===== src/rtl/tff_bank_sequencer.sv =====
// Sequences an external bank of W toggle flip-flops as a modulo-MOD up/down counter
// with parallel load and preset, verifying the bank readback after every command.
module tff_bank_sequencer #(
    parameter int W   = 4,
    parameter int MOD = 10
) (
    input  logic         clk,
    input  logic         reset,
    input  logic         cmd_valid,
    output logic         cmd_ready,
    input  logic [1:0]   cmd_op,
    input  logic [W-1:0] cmd_data,
    input  logic [W-1:0] q_vec,
    output logic [W-1:0] t_vec,
    output logic [W-1:0] set_vec,
    output logic         busy,
    output logic         done,
    output logic         err
);

    typedef enum logic [1:0] {
        OP_LOAD   = 2'b00,
        OP_UP     = 2'b01,
        OP_DOWN   = 2'b10,
        OP_PRESET = 2'b11
    } op_t;

    typedef enum logic [2:0] {
        S_IDLE,
        S_LOAD,
        S_COUNT,
        S_PRESET,
        S_VERIFY
    } state_t;

    localparam logic [W-1:0] MOD_M1  = W'(MOD - 1);
    localparam logic [W:0]   MOD_EXT = (W + 1)'(MOD);

    state_t       r_state;
    op_t          r_op;
    logic [W-1:0] r_remaining;
    logic [W-1:0] r_expected;
    logic         r_err;
    logic         r_force_err;

    logic         w_up;
    logic         w_load_in_range;

    // Toggle mask that moves value v one step up or down, wrapping modulo MOD.
    function automatic logic [W-1:0] step_mask(input logic [W-1:0] v, input logic up);
        logic [W-1:0] m;
        m = '0;
        if (up && (v >= MOD_M1)) begin
            m = v;
        end else if (!up && (v == '0)) begin
            m = MOD_M1;
        end else begin
            m[0] = 1'b1;
            for (int i = 1; i < W; i++) begin
                m[i] = m[i-1] & (up ? v[i-1] : ~v[i-1]);
            end
        end
        return m;
    endfunction

    assign w_up            = (r_op == OP_UP);
    assign w_load_in_range = ({1'b0, cmd_data} < MOD_EXT);

    assign cmd_ready = (r_state == S_IDLE);
    assign busy      = (r_state != S_IDLE);
    assign done      = (r_state == S_VERIFY);
    assign err       = r_err;

    // NOTE: every output gets a default before the case so no latch is inferred.
    always_comb begin
        t_vec   = '0;
        set_vec = '0;
        case (r_state)
            S_LOAD:   t_vec   = q_vec ^ r_expected;
            S_COUNT:  t_vec   = step_mask(q_vec, w_up);
            S_PRESET: set_vec = '1;
            default: ;
        endcase
    end

    // NOTE: state registers use non-blocking assignments so every register samples
    // pre-edge values, matching real flip-flop behaviour.
    always_ff @(posedge clk or negedge reset) begin
        if (!reset) begin
            r_state     <= S_IDLE;
            r_op        <= OP_LOAD;
            r_remaining <= '0;
            r_expected  <= '0;
            r_err       <= 1'b0;
            r_force_err <= 1'b0;
        end else begin
            case (r_state)
                S_IDLE: begin
                    if (cmd_valid) begin
                        r_op        <= op_t'(cmd_op);
                        r_force_err <= 1'b0;
                        case (op_t'(cmd_op))
                            OP_LOAD: begin
                                if (w_load_in_range) begin
                                    r_expected <= cmd_data;
                                    r_err      <= 1'b0;
                                    r_state    <= S_LOAD;
                                end else begin
                                    // Out-of-range load: err keeps its value until VERIFY exit.
                                    r_expected  <= q_vec;
                                    r_force_err <= 1'b1;
                                    r_state     <= S_VERIFY;
                                end
                            end
                            OP_UP, OP_DOWN: begin
                                r_remaining <= cmd_data;
                                r_expected  <= q_vec;
                                r_err       <= 1'b0;
                                r_state     <= (cmd_data == '0) ? S_VERIFY : S_COUNT;
                            end
                            default: begin
                                r_expected <= '1;
                                r_err      <= 1'b0;
                                r_state    <= S_PRESET;
                            end
                        endcase
                    end
                end
                S_LOAD, S_PRESET: begin
                    r_state <= S_VERIFY;
                end
                S_COUNT: begin
                    r_expected  <= r_expected ^ step_mask(r_expected, w_up);
                    r_remaining <= r_remaining - 1'b1;
                    if (r_remaining == W'(1)) begin
                        r_state <= S_VERIFY;
                    end
                end
                S_VERIFY: begin
                    if ((q_vec != r_expected) || r_force_err) begin
                        r_err <= 1'b1;
                    end
                    r_force_err <= 1'b0;
                    r_state     <= S_IDLE;
                end
                default: begin
                    r_state <= S_IDLE;
                end
            endcase
        end
    end

endmodule


===== config.mk =====
export PLATFORM = sky130hd
export DESIGN_NAME = tff_bank_sequencer
export DESIGN_NICKNAME = d
export VERILOG_FILES = /design/src/rtl/tff_bank_sequencer.sv
export SDC_FILE = /design/constraint.sdc
export NUM_CORES = 1
export LEC_CHECK = 0
export CAP_MARGIN = 20
export CORE_UTILIZATION = 30
export CTS_CLUSTER_DIAMETER = 150
export DETAILED_ROUTE_END_ITERATION = 8
export PLACE_DENSITY = 0.52
export SETUP_SLACK_MARGIN = 0.15
export SYNTH_ARGS = -nofsm -noshare
export SYNTH_HDL_FRONTEND = slang
export SYNTH_SLANG_ARGS = --single-unit

===== constraint.sdc =====
create_clock -name clk -period 2.35 [get_ports clk]
set_clock_uncertainty 0.1 [all_clocks]
set_input_delay 0.47 -clock clk [delete_from_list [all_inputs] [get_ports clk]]
set_output_delay 0.47 -clock clk [all_outputs]
set_load 0.05 [all_outputs]

==> run_results.csv <==
group,metric,value,unit
logic_synthesis,synth_edf_count,0,
setup_path,path_cells,"clkdlybuf4s15_2 -> xnor2_2 -> nand2b_4 -> a21boi_2 -> a221oi_2 -> clkbuf_16",
timing,max_slew.worst_pin.slew,569,ps
hold_path,worstHoldStart,"err",
global_routing,grt_max_degree,16,
setup_path,r2r_cells,4,
timing,finalSetupTns,0,ps
outcome,status,"finished with violations",
cts,h-tree-depth,1,
power_and_ir_drop,power.share.sequential,0.228,
logic_synthesis,synth_async_sr_flop_share,1.00,
detailed_routing,drt.antenna.violating_nets,0,
hold_path,worstHoldEndpoint,"err",
detailed_routing,viasPerCell,5.48,
setup_path,startpoint_type,"primary input",
logic_synthesis,synth_flop_cell,"dfrtp_1",
setup_path,crit_type,"in -> out",
timing,setup_slack,84.7,ps
timing,layout_min_cycle_time,2270,ps
cts,cts_buffers,3,
setup_path,critPathMaxFanout,4,
power_and_ir_drop,switching_share,0.486,
logic_synthesis,synth_warnings,0,
timing,whs,411,ps
cts,clock_sinks,15,
power_and_ir_drop,internal_power,0.00129,W
final_layout,area_delta_synth_final,42.2,%
detailed_routing,routed-via-count,1453,
detailed_routing,drtIter0Drc,57,
power_and_ir_drop,p_switching,0.00121,W
setup_path,required,1780,ps
cts,cts_root_buffer,"clkbuf_8",
hold_path,hold-path-cell-count,2,
logic_synthesis,synth-seq-cells,15,
logic_synthesis,syn_area_per_cell,8.20,sq um
global_routing,grtUsageMet2,0.296,
setup_path,rrSetupSlack,300,ps
die,core_area,4470,sq um
global_routing,grt_pass1_vias,1450,
cts,clock_latency,250,ps
power_and_ir_drop,power.leakage,0.856,nW
global_routing,grt_pass1_wl,6.89,mm
timing,finalCritPeriodShare,0.964,
logic_synthesis,synth_top_area_cell,"dfrtp_1",
detailed_routing,detail_route.wl_per_cell,15.5,um
die,fp-row-count,24,
setup_path,r2r_end,"r_expected[1]",
final_layout,fin_nets,231,
global_routing,antenna_found_initial,0,
timing,setup_violations,0,
timing,timing.fmax,441,MHz
logic_synthesis,syn-cell-area,1430,sq um
die,initial_utilization,0.319,
logic_synthesis,netlist.area_leader.share,0.263,
logic_synthesis,ys_types,58,
placement,place.gp.congestion,0.902,
logic_synthesis,netlist_top_cells_count,"a21oi_1 (17), dfrtp_1 (15), nor2_1 (15)",
setup_path,path_buf_inv,2,
logic_synthesis,synth_area_leaders,"dfrtp_1 (26%), a21oi_1 (6.0%), nor2_1 (3.9%), ha_1 (3.5%), buf_6 (3.2%)",
setup_path,r2r_start,"r_state[1]",
logic_synthesis,ys_seq_area_frac,0.263,
setup_path,crit_slowest_cell,"a221oi_2",
placement,dp.cells,249,
die,die_w,71.0,um
detailed_routing,drt_wl_total,4.12,mm
global_routing,use_met3,0.0199,
die,die_area,5040,sq um
timing,slew_headroom,0.619,
power_and_ir_drop,p_per_area,1230,nW/um^2
global_routing,grt_use_total,0.173,
final_layout,final_cells,265,
timing,drv_slew,0,
setup_path,worst_ep_arrival_time,1700,ps
detailed_routing,firstDrtPassIters,7,
die,pin_count,25,
power_and_ir_drop,power_frac_clock,0.087,
setup_path,critPathMaxStageDelay,290,ps
logic_synthesis,synth_most_common_cell,"a21oi_1",
timing,rsz0062_at_grt,"yes",
final_layout,diodes,0,
global_routing,grt.overflow.total,0,
final_layout,final_util,0.454,
outcome,violations,"design-rule violations",
placement,pre_cts_ws,-198,ps
placement,port_buffers,24,
power_and_ir_drop,p_comb_frac,0.685,
logic_synthesis,syn-num-nets,191,
run,max_cap_violations,0,
setup_path,critPathLaunch,"q_vec[3]",
die,die_h,71.0,um
power_and_ir_drop,ir_worst_vdd,0.450,mV
hold_path,hold_path.class,"reg -> reg",
detailed_routing,drc,2,
placement,dp.final_hpwl,2.87,mm
cts,cts_tree,"built",
final_layout,drive_above_1_share,0.376,
setup_path,cp-end-kind,"output port",
setup_path,path_delay_family,"buffers and inverters",
logic_synthesis,syn_inst,174,
global_routing,grt_busiest_layer,"met2",
timing,finalHoldViolCount,0,
cts,clk_pin_slew,70,ps
global_routing,grtUsageMet1,0.223,
cts,cts_max_path_buffers,2,
## per-stage QoR
step,total power (W),instance area [sq um]
global placement,0.00201,1760
floorplan,0.00168,1450
CTS,0.00242,1960
detailed placement,0.00205,1760
global route,0.00268,2030
finish,0.00250,2030
## timing repair
item | CTS | global route
pin swaps | 6 | 7
endpoints found under the setup margin | 4 | 7
hold buffers | 0 | 0
buffers inserted | 9 | 3
gates resized for setup | 27 | 14
## flip-flops by register name (all words and copies together) (netlist names)
| register | cells |
|---|---|
| err | 1 |
| r_expected | 4 |
| r_force_err | 1 |
| r_op | 2 |
| r_remaining | 4 |
| r_state | 3 |
## worst register-to-register path, stage by stage (launching register included)
cell and delay, ps:
dfrtp_2 460, buf_4 180, or4b_1 540, a2111oi_0 480, o22ai_1 150
## area by class of cell
cell class	count	area [sq um]
inverter	10	37.5
sequential	15	379
clock buffer	3	41.3
timing repair buffer	53	504
clock inverter	1	5.00
multi-input combinational	131	998
tap	52	65.1
fill	414	2440
## cells in the final DEF, fill, tap and decap left out, drive strengths merged, types with 2 or more instances in the layout
master / n
inv: 10
nor3: 5
a21oi: 19
ha: 4
mux2: 2
dfrtp: 15
a211oi: 2
or3: 3
xnor2: 3
nor3b: 3
a22o: 2
and3: 2
a221oi: 2
clkbuf: 5
buf: 39
clkdlybuf4s50: 9
o21ai: 13
nor2: 15
o22ai: 3
nand3: 7
nand2b: 3
nand2: 12
nor2b: 3
clkdlybuf4s15: 3
o32ai: 2
o211ai: 4
## metal layers
metal,wire (um),up-vias
met5,0,-
met4,44,0
met3,138,6
met2,2080,43
met1,1860,696
li1,-,708
## power by group through the flow
stage               Combinational [W]  Clock [W]  Sequential [W]
detailed placement            0.00146          0        0.000585
global placement              0.00144          0        0.000575
floorplan                     0.00120          0        0.000477
finish                        0.00171   0.000218        0.000569
global route                  0.00185   0.000237        0.000589
CTS                           0.00164   0.000221        0.000564
## logic make-up (layout without fill, tap and decap cells)
group | count (synthesis) | count (layout) | synth area share
simple gates | 59 | 59 | 0.236
xor+xnor | 4 | 4 | 0.0245
buf+inv | 28 | 67 | 0.127
fa+ha+maj | 4 | 4 | 0.0351
compound gates | 61 | 61 | 0.292
flops | 15 | 15 | 0.263
mux | 3 | 3 | 0.0228
## worst max path at each step
stage                     to  slack [ps]  cells after the start
floorplan           t_vec[3]         -60                      5
global placement    t_vec[3]        -170                      6
detailed placement  t_vec[2]        -200                      6
CTS                 t_vec[2]         100                      5
global route        t_vec[3]          50                      5
finish              t_vec[3]          80                      6
(Power assumes the default switching activity.)
